==> config.mk <==
export PLATFORM = sky130hd
export DESIGN_NAME = magnetron_ctrl
export DESIGN_NICKNAME = d
export VERILOG_FILES = /design/src/rtl/magnetron_ctrl.sv
export SDC_FILE = /design/constraint.sdc
export NUM_CORES = 1
export LEC_CHECK = 0
export ABC_AREA = 1
export CORE_MARGIN = 2
export CORE_UTILIZATION = 54
export DETAILED_ROUTE_END_ITERATION = 8
export GPL_TIMING_DRIVEN = 0
export PLACE_DENSITY = 0.83
export SLEW_MARGIN = 20
export SYNTH_ARGS = -nofsm -noshare
export SYNTH_HDL_FRONTEND = slang
export SYNTH_SLANG_ARGS = --single-unit
==> constraint.sdc <==
create_clock -name clk -period 1.7 [get_ports clk]
set_clock_uncertainty 0.2 [all_clocks]
set_input_delay 0.425 -clock clk [delete_from_list [all_inputs] [get_ports clk]]
set_output_delay 0.425 -clock clk [all_outputs]
set_load 0.02 [all_outputs]
==> src/rtl/magnetron_ctrl.sv <==
// Control stage ahead of the magnetron SR latch: debounces the panel buttons,
// synchronizes the door switch and sequences IDLE/COOKING/PAUSED into s/r pulses.
module magnetron_ctrl #(
  parameter int DEB_CYCLES = 4,
  parameter int PULSE_LEN  = 2
) (
  input  logic       clk,
  input  logic       rst_n,
  input  logic       startn,
  input  logic       stopn,
  input  logic       clearn,
  input  logic       door_closed,
  input  logic       timer_done,
  output logic       s,
  output logic       r,
  output logic [1:0] state
);

  localparam int DW = $clog2(DEB_CYCLES + 1);
  localparam int PW = $clog2(PULSE_LEN + 1);
  localparam logic [DW-1:0] DEB_LAST     = DW'(DEB_CYCLES - 1);
  localparam logic [PW-1:0] PULSE_RESET  = PW'(PULSE_LEN);
  localparam logic [PW-1:0] PULSE_RELOAD = PW'(PULSE_LEN - 1);

  typedef enum logic [1:0] {
    IDLE    = 2'b00,
    COOKING = 2'b01,
    PAUSED  = 2'b10,
    BAD     = 2'b11
  } state_t;

  logic [2:0]    btn_raw, btn_s1, btn_s2, btn_deb, btn_deb_d, press;
  logic [DW-1:0] deb_cnt [3];
  logic          door_s1, dclosed;
  logic          start_p, stop_p, clear_p, go;
  state_t        cur, nxt;
  logic          set_evt, rst_evt;
  logic          s_n, r_p, r_p_n;
  logic [PW-1:0] cnt, cnt_n;

  assign btn_raw = {clearn, stopn, startn};

  always_ff @(posedge clk or negedge rst_n) begin
    if (!rst_n) begin
      btn_s1  <= '1;
      btn_s2  <= '1;
      door_s1 <= 1'b0;
      dclosed <= 1'b0;
    end else begin
      btn_s1  <= btn_raw;
      btn_s2  <= btn_s1;
      door_s1 <= door_closed;
      dclosed <= door_s1;
    end
  end

  // Level flips only after DEB_CYCLES consecutive disagreeing samples.
  always_ff @(posedge clk or negedge rst_n) begin
    if (!rst_n) begin
      btn_deb   <= '1;
      btn_deb_d <= '1;
      for (int i = 0; i < 3; i++) deb_cnt[i] <= '0;
    end else begin
      btn_deb_d <= btn_deb;
      for (int i = 0; i < 3; i++) begin
        if (btn_s2[i] == btn_deb[i]) begin
          deb_cnt[i] <= '0;
        end else if (deb_cnt[i] == DEB_LAST) begin
          btn_deb[i] <= btn_s2[i];
          deb_cnt[i] <= '0;
        end else begin
          deb_cnt[i] <= deb_cnt[i] + 1'b1;
        end
      end
    end
  end

  assign press   = btn_deb_d & ~btn_deb;
  assign start_p = press[0];
  assign stop_p  = press[1];
  assign clear_p = press[2];
  assign go      = start_p & dclosed & ~timer_done;

  always_comb begin
    nxt     = cur;
    set_evt = 1'b0;
    rst_evt = 1'b0;
    case (cur)
      IDLE: begin
        if (go) begin
          nxt     = COOKING;
          set_evt = 1'b1;
        end
      end
      COOKING: begin
        if (clear_p || timer_done) begin
          nxt     = IDLE;
          rst_evt = 1'b1;
        end else if (!dclosed || stop_p) begin
          nxt     = PAUSED;
          rst_evt = 1'b1;
        end
      end
      PAUSED: begin
        if (clear_p || timer_done) begin
          nxt     = IDLE;
          rst_evt = 1'b1;
        end else if (go) begin
          nxt     = COOKING;
          set_evt = 1'b1;
        end
      end
      default: begin
        nxt     = IDLE;
        rst_evt = 1'b1;
      end
    endcase
  end

  // door_s1 is the dclosed value taking effect on this edge, so the
  // door override lines up exactly with dclosed=0.
  always_comb begin
    s_n   = s;
    r_p_n = r_p;
    cnt_n = cnt;
    if (rst_evt) begin
      s_n   = 1'b0;
      r_p_n = 1'b1;
      cnt_n = PULSE_RELOAD;
    end else if (set_evt) begin
      s_n   = 1'b1;
      r_p_n = 1'b0;
      cnt_n = PULSE_RELOAD;
    end else if (cnt != '0) begin
      cnt_n = cnt - 1'b1;
    end else begin
      s_n   = 1'b0;
      r_p_n = 1'b0;
    end
    if (!door_s1) s_n = 1'b0;
  end

  always_ff @(posedge clk or negedge rst_n) begin
    if (!rst_n) begin
      cur <= IDLE;
      s   <= 1'b0;
      r   <= 1'b1;
      r_p <= 1'b1;
      cnt <= PULSE_RESET;
    end else begin
      cur <= nxt;
      s   <= s_n;
      r_p <= r_p_n;
      r   <= r_p_n | ~door_s1;
      cnt <= cnt_n;
    end
  end

  assign state = cur;

endmodule

* After elaboration in Yosys (flattened, before gate mapping)
Cells that the tools add are included.
Cells by class: reductions and logical operators 9, $add $sub $neg 4, eq/ne operators 10, multiplexer cells 28, bitwise operators 10
Operator list (count):
- $mux W3 | 6
- $mux W2 | 7
- $mux W1 | 12
- $add A3 B1 Y3 const B | 3
- $eq A3 B2 Y1 const B | 3
- $pmux W2 S3 | 1
- $reduce_and A2 Y1 | 3
- $not A1 Y1 | 5
- $ne A4 B4 Y1 const B | 1
- $and A3 B3 Y3 | 1
- $eq A1 B1 Y1 | 3
- $ne A3 B3 Y1 const B | 1
- $not A3 Y3 | 1
- $pmux W1 S3 | 1
- $reduce_bool A3 Y1 | 1
- $and A1 B1 Y1 | 2
- $eq A2 B1 Y1 const B | 1
- $eq A2 B2 Y1 const B | 1
- $logic_not A2 Y1 | 1
- $logic_or A1 B1 Y1 | 2
- $pmux W1 S2 | 1
- $reduce_bool A2 Y1 | 1
- $sub A2 B1 Y2 const B | 1
- $logic_not A1 Y1 | 1
- $or A1 B1 Y1 | 1
Word-level totals: word-level logic and storage cells 77, register bits 30, bits of input ports 7, output and inout bits 4

* Logic depth before layout (Yosys ltp)
depth after elaboration 10, depth in mapped cells 8, gate-level depth less buffers 8

* Worst setup path before layout
No wires, ideal clock.
kind register to register, start point register cnt[1], end point register s, period minus slack after synthesis 1314 ps, arrival time 1041 ps, required time 1427 ps, buffers on the path 0, cell stages (with the launch flop) 6, library setup time 73 ps, slack 386 ps, cells stage by stage dfstp_2 > inv_1 > ha_1 > nor2_1 > nand2_2 > a21oi_2
Between the ends: word-level cells in the longest chain between the ends 2
Ends and longest elaborated chain:
- start, declared | RTL line 39 | logic [PW-1:0] cnt, cnt_n;
- start signal, assigned | RTL line 155 | cnt <= cnt_n;
- $reduce_bool A2 Y1 | RTL line 134 | end else if (cnt != '0) begin
- $ne A4 B4 Y1 (no source line)
- end signal, assigned | RTL line 152 | s <= s_n;
- end, declared | RTL line 14 | output logic s,
No other way between the ends. A chain may end at the register's enable or synchronous reset.

* Final worst setup path
start point register cur[1] (netlist: state[1]), end point output port state[1]
RTL lines:
- start, declared | RTL line 36 | state_t cur, nxt;
- start signal, assigned | RTL line 151 | cur <= nxt;
- end, declared | RTL line 16 | output logic [1:0] state
No word-level cell between the ends.

==> results.sh <==
export IMPL_status="finished, final reports clean"
export IMPL_cp_max_fo=4
export IMPL_firstDrtPassIters=4
export IMPL_timing_rr_start="cnt[1]$_DFFE_PN1P_"
export IMPL_setup_ws_ns=0.06884
export IMPL_grt_antenna_before_repair=0
export IMPL_path_class="reg -> out"
export IMPL_cts_root_buffer="clkbuf_4"
export IMPL_drc=0
export IMPL_core_mm2=0.002002
export IMPL_vdd_ir_drop_max_v=0.0008613
export IMPL_fmax_mhz=613.1
export IMPL_clk_pin_slew_ns=0.08
export IMPL_synth_area_top_cells="dfstp_2 (34%), dfrtp_1 (32%), ha_1 (4.3%), nand2_2 (3.8%), nor2_1 (3.6%)"
export IMPL_synth_fp_nets=111
export IMPL_avgSynthCellArea_um2=11.61
export IMPL_ant_nets=0
export IMPL_hold_viol_final=0
export IMPL_period_share_pct=95.95
export IMPL_fin_crit_ns=1.631
export IMPL_netlist_area_mm2=0.001161
export IMPL_synth_cell_types=21
export IMPL_synth_top_cell_area_share_pct=33.94
export IMPL_cap_violations=0
export IMPL_cp_required_ns=1.07
export IMPL_final_setup_viol_count=0
export IMPL_ys_warn_count=0
export IMPL_p_leak_nw=0.6298
export IMPL_stdcell_area_mm2=0.001359
export IMPL_viasPerCell=4.769
export IMPL_setup_tns_ns=0
export IMPL_cts_tree="built"
export IMPL_crit_arrival_ns=1.01
export IMPL_grt_max_degree=31
export IMPL_drt_wl_total_um=1617
export IMPL_cts_made_buffers=5
export IMPL_cp_start_kind="register"
export IMPL_top_layer_used="met4"
export IMPL_dr_wl_met2_um=830
export IMPL_die_x_um=50.37
export IMPL_wl_met3_um=83
export IMPL_worst_hold_path_endpoint="btn_s2[1]$_DFF_PN1_"
export IMPL_vias=701
export IMPL_yosysSeqAreaShare_pct=66.27
export IMPL_cpPeakStageDelay_ns=0.42
export IMPL_dieHeight_um=50.37
export IMPL_initial_utilization_pct=58.00
export IMPL_multi_input_area_um2=335.3
export IMPL_clock_path_buffers=2
export IMPL_n_fill_cell=156
export IMPL_seqCellArea_um2=769.5
export IMPL_total_power_w=0.002090
export IMPL_synth_cells=100
export IMPL_grt_total_usage_pct=16.91
export IMPL_worstSkewPairLatency_ns=0.32
export IMPL_routedWlPerCell_um=11.00
export IMPL_hold_start="btn_s1[1]$_DFF_PN1_"
export IMPL_ys_ff_latch=30
export IMPL_rsz0062_at_grt="no"
export IMPL_synth_area_leader_cell="dfstp_2"
export IMPL_nets=130
export IMPL_placed_area_mm2=0.001290
export IMPL_hold_depth=0
export IMPL_die_area_mm2=0.002537
export IMPL_worstRegToRegCells=5
export IMPL_tightest_slew_ns=0.6154
export IMPL_hp_class="reg -> reg"
export IMPL_gr_total_overflow=0
export IMPL_gp_congestion=0.7122
export IMPL_first_global_vias=736
export IMPL_relSlewSlack_pct=58.97
export IMPL_final_layout_size_suffix_gt1_share_pct=35.00
export IMPL_grt_pass1_wl_um=2960
export IMPL_crit_path_top_delay_cell="dfrtp_1"
export IMPL_critical_path_cell_chain="clkdlybuf4s15_2"
export IMPL_drt_met1_wl_um=646
export IMPL_cts_htree_levels=2
export IMPL_io_pins=11
export IMPL_cts_sinks=30
export IMPL_power_density_mw_per_mm2=1538
export IMPL_io_buffers=10
export IMPL_crit_buf_inv=1
export IMPL_layout_common_cells="dfstp_2 (15), dfrtp_1 (15), nor2_1 (11)"
export IMPL_critPathTopFamily="flip-flops"
export IMPL_dp_hpwl_um=1168
export IMPL_end_kind="output port"
export IMPL_first_iter_violations=3
export IMPL_slew_violations=0
export IMPL_pre_cts_ws_ns=-0.04426
export IMPL_std_cell_rows=16
export IMPL_syn_to_final_growth_pct=17.03
export IMPL_n_antenna_cell=0
export IMPL_rrSetupSlack_ns=0.27
export IMPL_r2r_end="s$_DFFE_PN0P_"
==> through the flow <==
step | util (%) | hold slack (ns) | cells
global route | 67.88 | 0.1616 | 147
finish | 67.88 | 0.1604 | 147
CTS | 67.63 | 0.1613 | 146
detailed placement | 64.44 | 0.1482 | 137
global placement | 64.69 | 0.1470 | 137
floorplan | - | -0.07059 | 100
==> per-layer routing <==
layer / track usage, % / up-vias
met3: 7.143 / 7
met4: 13.96 / 0
met1: 17.65 / 328
met5: 0 / -
met2: 26.32 / 13
li1: - / 353
==> report_power, final <==
| part | internal, W | leakage [nW] | total, W | switching, W |
|---|---|---|---|---|
| registers | 0.000985 | 0.353 | 0.00109 | 0.000108 |
| logic | 0.000250 | 0.242 | 0.000570 | 0.000319 |
| clock network | 0.000200 | 0.0353 | 0.000427 | 0.000227 |
| total | 0.00144 | 0.630 | 0.00209 | 0.000655 |
==> synth_stat cells <==
cell	instances
xor2_1	1
inv_1	10
nand2_1	9
nor3_1	3
nand4_1	1
dfstp_2	15
a21oi_2	1
xnor2_1	3
nand3_1	4
o21ai_1	1
dfrtp_1	15
clkinv_1	1
nand2_2	7
nand3b_2	1
inv_2	4
mux2_2	1
ha_1	4
nor3b_1	3
a21oi_1	4
nand2_4	1
nor2_1	11
==> final cells by class <==
type	count	share of cell area, %
inverter	15	4.144
multi-input combinational	55	24.68
timing repair buffer	12	7.643
tap	27	2.486
clock buffer	7	4.052
clock inverter	1	0.3683
sequential	30	56.63
==> cells by family (layout without fill, tap and decap cells) <==
group	count (synthesis)	in the layout	synth area share [%]
xor+xnor	4	4	3.018
simple gates	40	40	17.67
mux	1	1	0.9698
flops	30	30	66.27
buf+inv	15	35	4.849
fa+ha+maj	4	4	4.311
compound gates	6	6	2.909
==> sequential cells by signal, summed over array words and instances (netlist names) <==
signal,count
dclosed,1
cnt,2
door_s1,1
deb_cnt,9
btn_s2,3
state,2
s,1
btn_deb,3
r_p,1
r,1
btn_s1,3
btn_deb_d,3
==> how the worst max path moves through the flow <==
stage,to,start,cells after the start,slack (ns)
3_3_place_gp,deb_cnt[7]$_DFF_PN0_,rst_n,1,-0.38
3_5_place_dp,s$_DFFE_PN0P_,timer_done,5,-0.04
5_1_grt,state[1],state[1]$_DFFE_PN0P_,1,0.008
2_1_floorplan,s$_DFFE_PN0P_,cnt[1]$_DFFE_PN1P_,5,0.39
4_1_cts,state[0],state[0]$_DFFE_PN0P_,1,0.008
6_report,state[1],state[1]$_DFFE_PN0P_,1,0.07
==> worst reg2reg max path: stages (launching register included) <==
cell	delay, ns
dfstp_2	0.53
inv_1	0.04
ha_1	0.23
nor2_1	0.17
nand2_2	0.07
a21oi_2	0.11
==> timing repair <==
item / CTS / global route
resized for setup: 9 / 3
buffers inserted: 0 / 1
hold buffers: 1 / 0
hold endpoints to repair: 15 / 0
endpoints found under the setup margin: 4 / 3
(Power assumes the default switching activity.)
==> variant 1 (same flow settings) <==
Change the parameter `DEB_CYCLES` from 4 to 8.
--- a/src/rtl/magnetron_ctrl.sv
+++ b/src/rtl/magnetron_ctrl.sv
@@ -3,3 +3,3 @@
 module magnetron_ctrl #(
-  parameter int DEB_CYCLES = 4,
+  parameter int DEB_CYCLES = 8,
   parameter int PULSE_LEN  = 2
Behaviour: not the same (a bounded check fails within 10 cycles, from zero or initial values and one cycle with rst_n low).
==> variant 1 against the unedited design <==
Sequential cell count increased by 3; count of clock-buffer cells in the layout unchanged; synthesized cell count increased by 22%; worst setup slack got worse by 0.00058 ns; core utilization decreased by 3.8 points; power increased by 4.4%; worst hold slack improved by 0.00057 ns; routed wire length increased by 17%; synthesized area increased by 16%; first-iteration DRC count unchanged; fmax about the same; cell area increased by 14%; critical path type unchanged; largest power group unchanged.
==> variant 1: results (changes against the unedited design) <==
[clocking]
clkSlewWorstSetupHoldPaths_ns=0.10  ; was 0.08 ns
ctsResizeCount=12  ; was 9

[critical_path]
regToRegSetupSlack_ns=0.29  ; was 0.27 ns
reg2reg_to=btn_deb[1]  ; was s
cpPeakStageDelay_ns=0.39  ; was 0.42 ns
path_max_fanout=2  ; was 4

[logic_synthesis]
synthesis.nets=133  ; was 111
ys_seq_area_share_pct=62.8  ; was 66.3%
synth_top_flop_cell=dfrtp_1  ; was dfstp_2
ys_types=24  ; was 21
synth_xor_area_share_pct=5.21  ; was 3.02%
synth_compound_area_share_pct=3.26  ; was 2.91%
ys_top_cells_by_count=dfrtp_1 (18), nor2_1 (17), dfstp_2 (15)  ; was dfrtp_1 (15), dfstp_2 (15), nor2_1 (11)
synthTopCellsByArea=dfrtp_1 (33%), dfstp_2 (29%), nor2_1 (4.7%)  ; was dfstp_2 (34%), dfrtp_1 (32%), ha_1 (4.3%)
synthAdderAreaFrac_pct=3.72  ; was 4.31%

[grt]
gr-usage-all-layers_pct=17.1  ; was 16.9%
grt_pass1_wl_um=3290  ; was 2960 µm

[cells_and_area]
drive_gt1_share_pct=31.9  ; was 35.0%
fin_cells=171  ; was 147
largest_reg_flops=12  ; was 9

[pwr]
irDropWorstVdd_mv=0.868  ; was 0.861 mV
comb-power_w=0.000534  ; was 0.000570 W
powerClk_w=0.000496  ; was 0.000427 W

[drt]
vias_per_cell=4.82  ; was 4.77
drt-met1-wl_um=805  ; was 646 µm

[status]
status=finished, final reports clean  ; unchanged

variant 1: changes by cell type in the layout (fill, tap and decap cells not counted), sizes merged:
cell	delta
nor2	+8
xnor2	+1
clkdlybuf4s15	-1
dfrtp	+3
a21oi	+1
xor2	+3
nand3b	+1
nand3	+3
or2	+1
inv	+5
o21ai	+1
nor3	-2
nor3b	-3
variant 1: layer usage:
metal / track usage [%] / up-vias
li1: - / 412
met1: 17.8 / 397
met2: 27.6 / 11
met3: 7.50 / 5
met4: 11.5 / 0
met5: 0 / -
variant 1: per-stage QoR:
step	setup WS [ns]	util (%)	hold WS (ns)	power (W)	setup TNS [ns]
5_1_grt	0.00846	64.1	0.164	0.00235	0
6_report	0.0683	64.1	0.161	0.00218	0
3_3_place_gp	-0.505	61.5	0.146	0.00167	-12.94
3_5_place_dp	-0.0147	61.3	0.148	0.00172	-0.0238
4_1_cts	0.0193	64.2	0.163	0.00222	0
2_1_floorplan	0.362	-	-0.0706	0.00156	0
variant 1: how the worst max path moves through the flow:
| stage | from | to | slack [ns] | cells past startpoint |
|---|---|---|---|---|
| final | s | s | 0.07 | 1 |
| after global routing | s | s | 0.008 | 1 |
| after CTS | s | s | 0.02 | 1 |
| after detailed placement | state[1] | state[1] | -0.01 | 1 |
| after global placement | rst_n | deb_cnt[7] | -0.51 | 1 |
| after floorplan | deb_cnt[4] | btn_deb[1] | 0.36 | 5 |
variant 1: cell type report:
class | instances | area, µm²
Fill cell | 195 | 866
Sequential cell | 33 | 846
Multi-Input combinational cell | 69 | 425
Timing Repair Buffer | 11 | 90.1
Inverter | 20 | 75.1
Clock buffer | 7 | 65.1
Tap cell | 30 | 37.5
Clock inverter | 1 | 5.00
==> variant 2 (same flow settings) <==
Made on the original files. Register the inputs `startn`, `stopn`, `clearn`, `door_closed` and `timer_done` before use, without a reset. The logic sees them one clock later.
--- a/src/rtl/magnetron_ctrl.sv
+++ b/src/rtl/magnetron_ctrl.sv
@@ -31,2 +31,16 @@
 
+  logic startn_q;
+  logic stopn_q;
+  logic clearn_q;
+  logic door_closed_q;
+  logic timer_done_q;
+
+  always_ff @(posedge clk) begin
+    startn_q      <= startn;
+    stopn_q       <= stopn;
+    clearn_q      <= clearn;
+    door_closed_q <= door_closed;
+    timer_done_q  <= timer_done;
+  end
+
   logic [2:0]    btn_raw, btn_s1, btn_s2, btn_deb, btn_deb_d, press;
@@ -40,3 +54,3 @@
 
-  assign btn_raw = {clearn, stopn, startn};
+  assign btn_raw = {clearn_q, stopn_q, startn_q};
 
@@ -51,3 +65,3 @@
       btn_s2  <= btn_s1;
-      door_s1 <= door_closed;
+      door_s1 <= door_closed_q;
       dclosed <= door_s1;
@@ -81,3 +95,3 @@
   assign clear_p = press[2];
-  assign go      = start_p & dclosed & ~timer_done;
+  assign go      = start_p & dclosed & ~timer_done_q;
 
@@ -95,3 +109,3 @@
       COOKING: begin
-        if (clear_p || timer_done) begin
+        if (clear_p || timer_done_q) begin
           nxt     = IDLE;
@@ -104,3 +118,3 @@
       PAUSED: begin
-        if (clear_p || timer_done) begin
+        if (clear_p || timer_done_q) begin
           nxt     = IDLE;
Formal check against the unedited RTL: not equivalent (a bounded check fails within 4 cycles, from zero or initial values and one cycle with rst_n low).
==> variant 2 against the unedited design <==
Power rose by 11%; cell area rose by 9.9%; sequential cell count rose by 5; die area rose by 9.4%; critical path depth did not move; global-route usage rose by 0.081 points; synthesized area rose by 10%; first-iteration DRC count rose to 3.3 times the old value; routed wire length rose by 11%; worst setup slack got worse by 0.018 ns.
==> variant 2: results (changes against the unedited design) <==
[status]
status=finished, final reports clean  ; unchanged

[drt]
vias_per_cell=4.80  ; was 4.77
wirelength_um=1790  ; was 1620 µm
dr.pass1.iters=4  ; unchanged
drt_iter0_markers=10  ; was 3

[clocking]
clock_latency_ns=0.34  ; was 0.32 ns
cts_hold_buf=1  ; unchanged
clkSlewWorstSetupHoldPaths_ns=0.09
ctsResizeCount=10  ; was 9
root_buffer=clkbuf_4  ; unchanged
post-cts-setup-buffers=0  ; unchanged
clk_path_buf_depth=2  ; unchanged

[logic_synthesis]
ys_types=20  ; was 21
synthesis.nets=121  ; was 111
synth_top_area_share_pct=30.8  ; was 33.9%
ys_seq_area_share_pct=67.9  ; was 66.3%
yosysWarningCount=0  ; unchanged
synthTopCellsByArea=dfstp_2 (31%), dfrtp_1 (29%), dfxtp_1 (7.8%)  ; was dfstp_2 (34%), dfrtp_1 (32%), ha_1 (4.3%)
ys_top_cells_by_count=dfrtp_1 (15), dfstp_2 (15), nand2_1 (14)  ; was dfrtp_1 (15), dfstp_2 (15), nor2_1 (11)
synthArstFlopShare_pct=85.7  ; was 100%

[pwr]
p_leak_nw=0.702  ; was 0.630 nW
irDropWorstVdd_mv=0.902  ; was 0.861 mV

[critical_path]
cpPeakStageDelay_ns=0.40  ; was 0.42 ns
regToRegStartpoint=btn_deb[2]  ; was cnt[1]
path_max_fanout=3  ; was 4
cp_top_family=flip-flops  ; unchanged
critPathLaunch=state[0]  ; was state[1]
rr_worst_depth=7  ; was 5
cp-endpoint=state[0]  ; was state[1]
regToRegSetupSlack_ns=0.29  ; was 0.27 ns
reg2reg_to=r  ; was s

[grt]
grt_pass1_wl_um=3080  ; was 2960 µm
gr-usage-all-layers_pct=17.0  ; was 16.9%
grt_pass1_vias=794  ; was 736
grt_max_degree=31  ; unchanged

[cells_and_area]
diodes=0  ; unchanged
largest_reg_flops=9  ; unchanged
fin_nets=140  ; was 130
top_register=deb_cnt  ; unchanged
drive_gt1_share_pct=32.3  ; was 35.0%

[min_path]
hp-start=clearn_q  ; was btn_s1[1]
hold_class=flip-flop to flip-flop  ; unchanged
hold_depth=0  ; unchanged
hold_end=btn_s1[2]  ; was btn_s2[1]

[timing]
worst_slew_pin_slew_ns=0.624  ; was 0.615 ns

[placed_design]
portBuffers=10  ; unchanged
gp_congestion=0.846  ; was 0.712
place_hpwl_um=1360  ; was 1170 µm

## variant 2: cell count changes in the layout (fill, tap and decap cells not counted), moves of 2 or more
cell / change
o21ai_0: +2
dfxtp_1: +5
inv_1: +2
nor2_2: +3
nand3_1: -2
nand2_1: +5
nand2_2: -2
## variant 2: final cells by class
type | count | area, µm²
well taps | 28 | 35.0
flip-flops and latches | 35 | 870
repair buffers | 12 | 109
multi-input cells | 59 | 350
clock buffers | 8 | 68.8
fillers | 184 | 741
inverters | 16 | 60.1
## variant 2: logic make-up (layout without fill, tap and decap cells)
family	count (synthesis)	after routing	share of synthesized area (%)
flip-flops	35	35	67.9
buffers and inverters	16	36	4.69
XOR/XNOR	4	4	2.74
multiplexers	1	1	0.880
AND/OR/NAND/NOR	44	44	17.5
AO/OA/AOI/OAI	6	6	2.35
adder cells (fa/ha/maj)	4	4	3.91
## variant 2: layer usage
layer  global-route usage (%)  wire length (µm)
met1                     15.4               684
met4                     14.5                78
met3                     5.14                74
met2                     30.0               954
met5                        0                 0
## variant 2: per-stage QoR
| stage | instance area [µm²] | hold WS [ns] | setup WS, ns | std cells | utilization [%] |
|---|---|---|---|---|---|
| 3_5_place_dp | 1410 | 0.0905 | -0.00801 | 148 | 63.1 |
| 6_report | 1490 | 0.101 | 0.0505 | 158 | 66.8 |
| 5_1_grt | 1490 | 0.113 | 0.0132 | 158 | 66.8 |
| 4_1_cts | 1480 | 0.104 | 0.00187 | 157 | 66.4 |
| 3_3_place_gp | 1420 | 0.0858 | -0.388 | 148 | 63.4 |
| 2_1_floorplan | 1280 | -0.0706 | 0.391 | 110 | - |
## variant 2: where the power goes
part	switching [W]	leakage [nW]	total [W]	internal, W
Clock	0.000249	0.0386	0.000492	0.000243
Combinational	0.000355	0.268	0.000617	0.000262
Sequential	0.000106	0.395	0.00121	0.00110
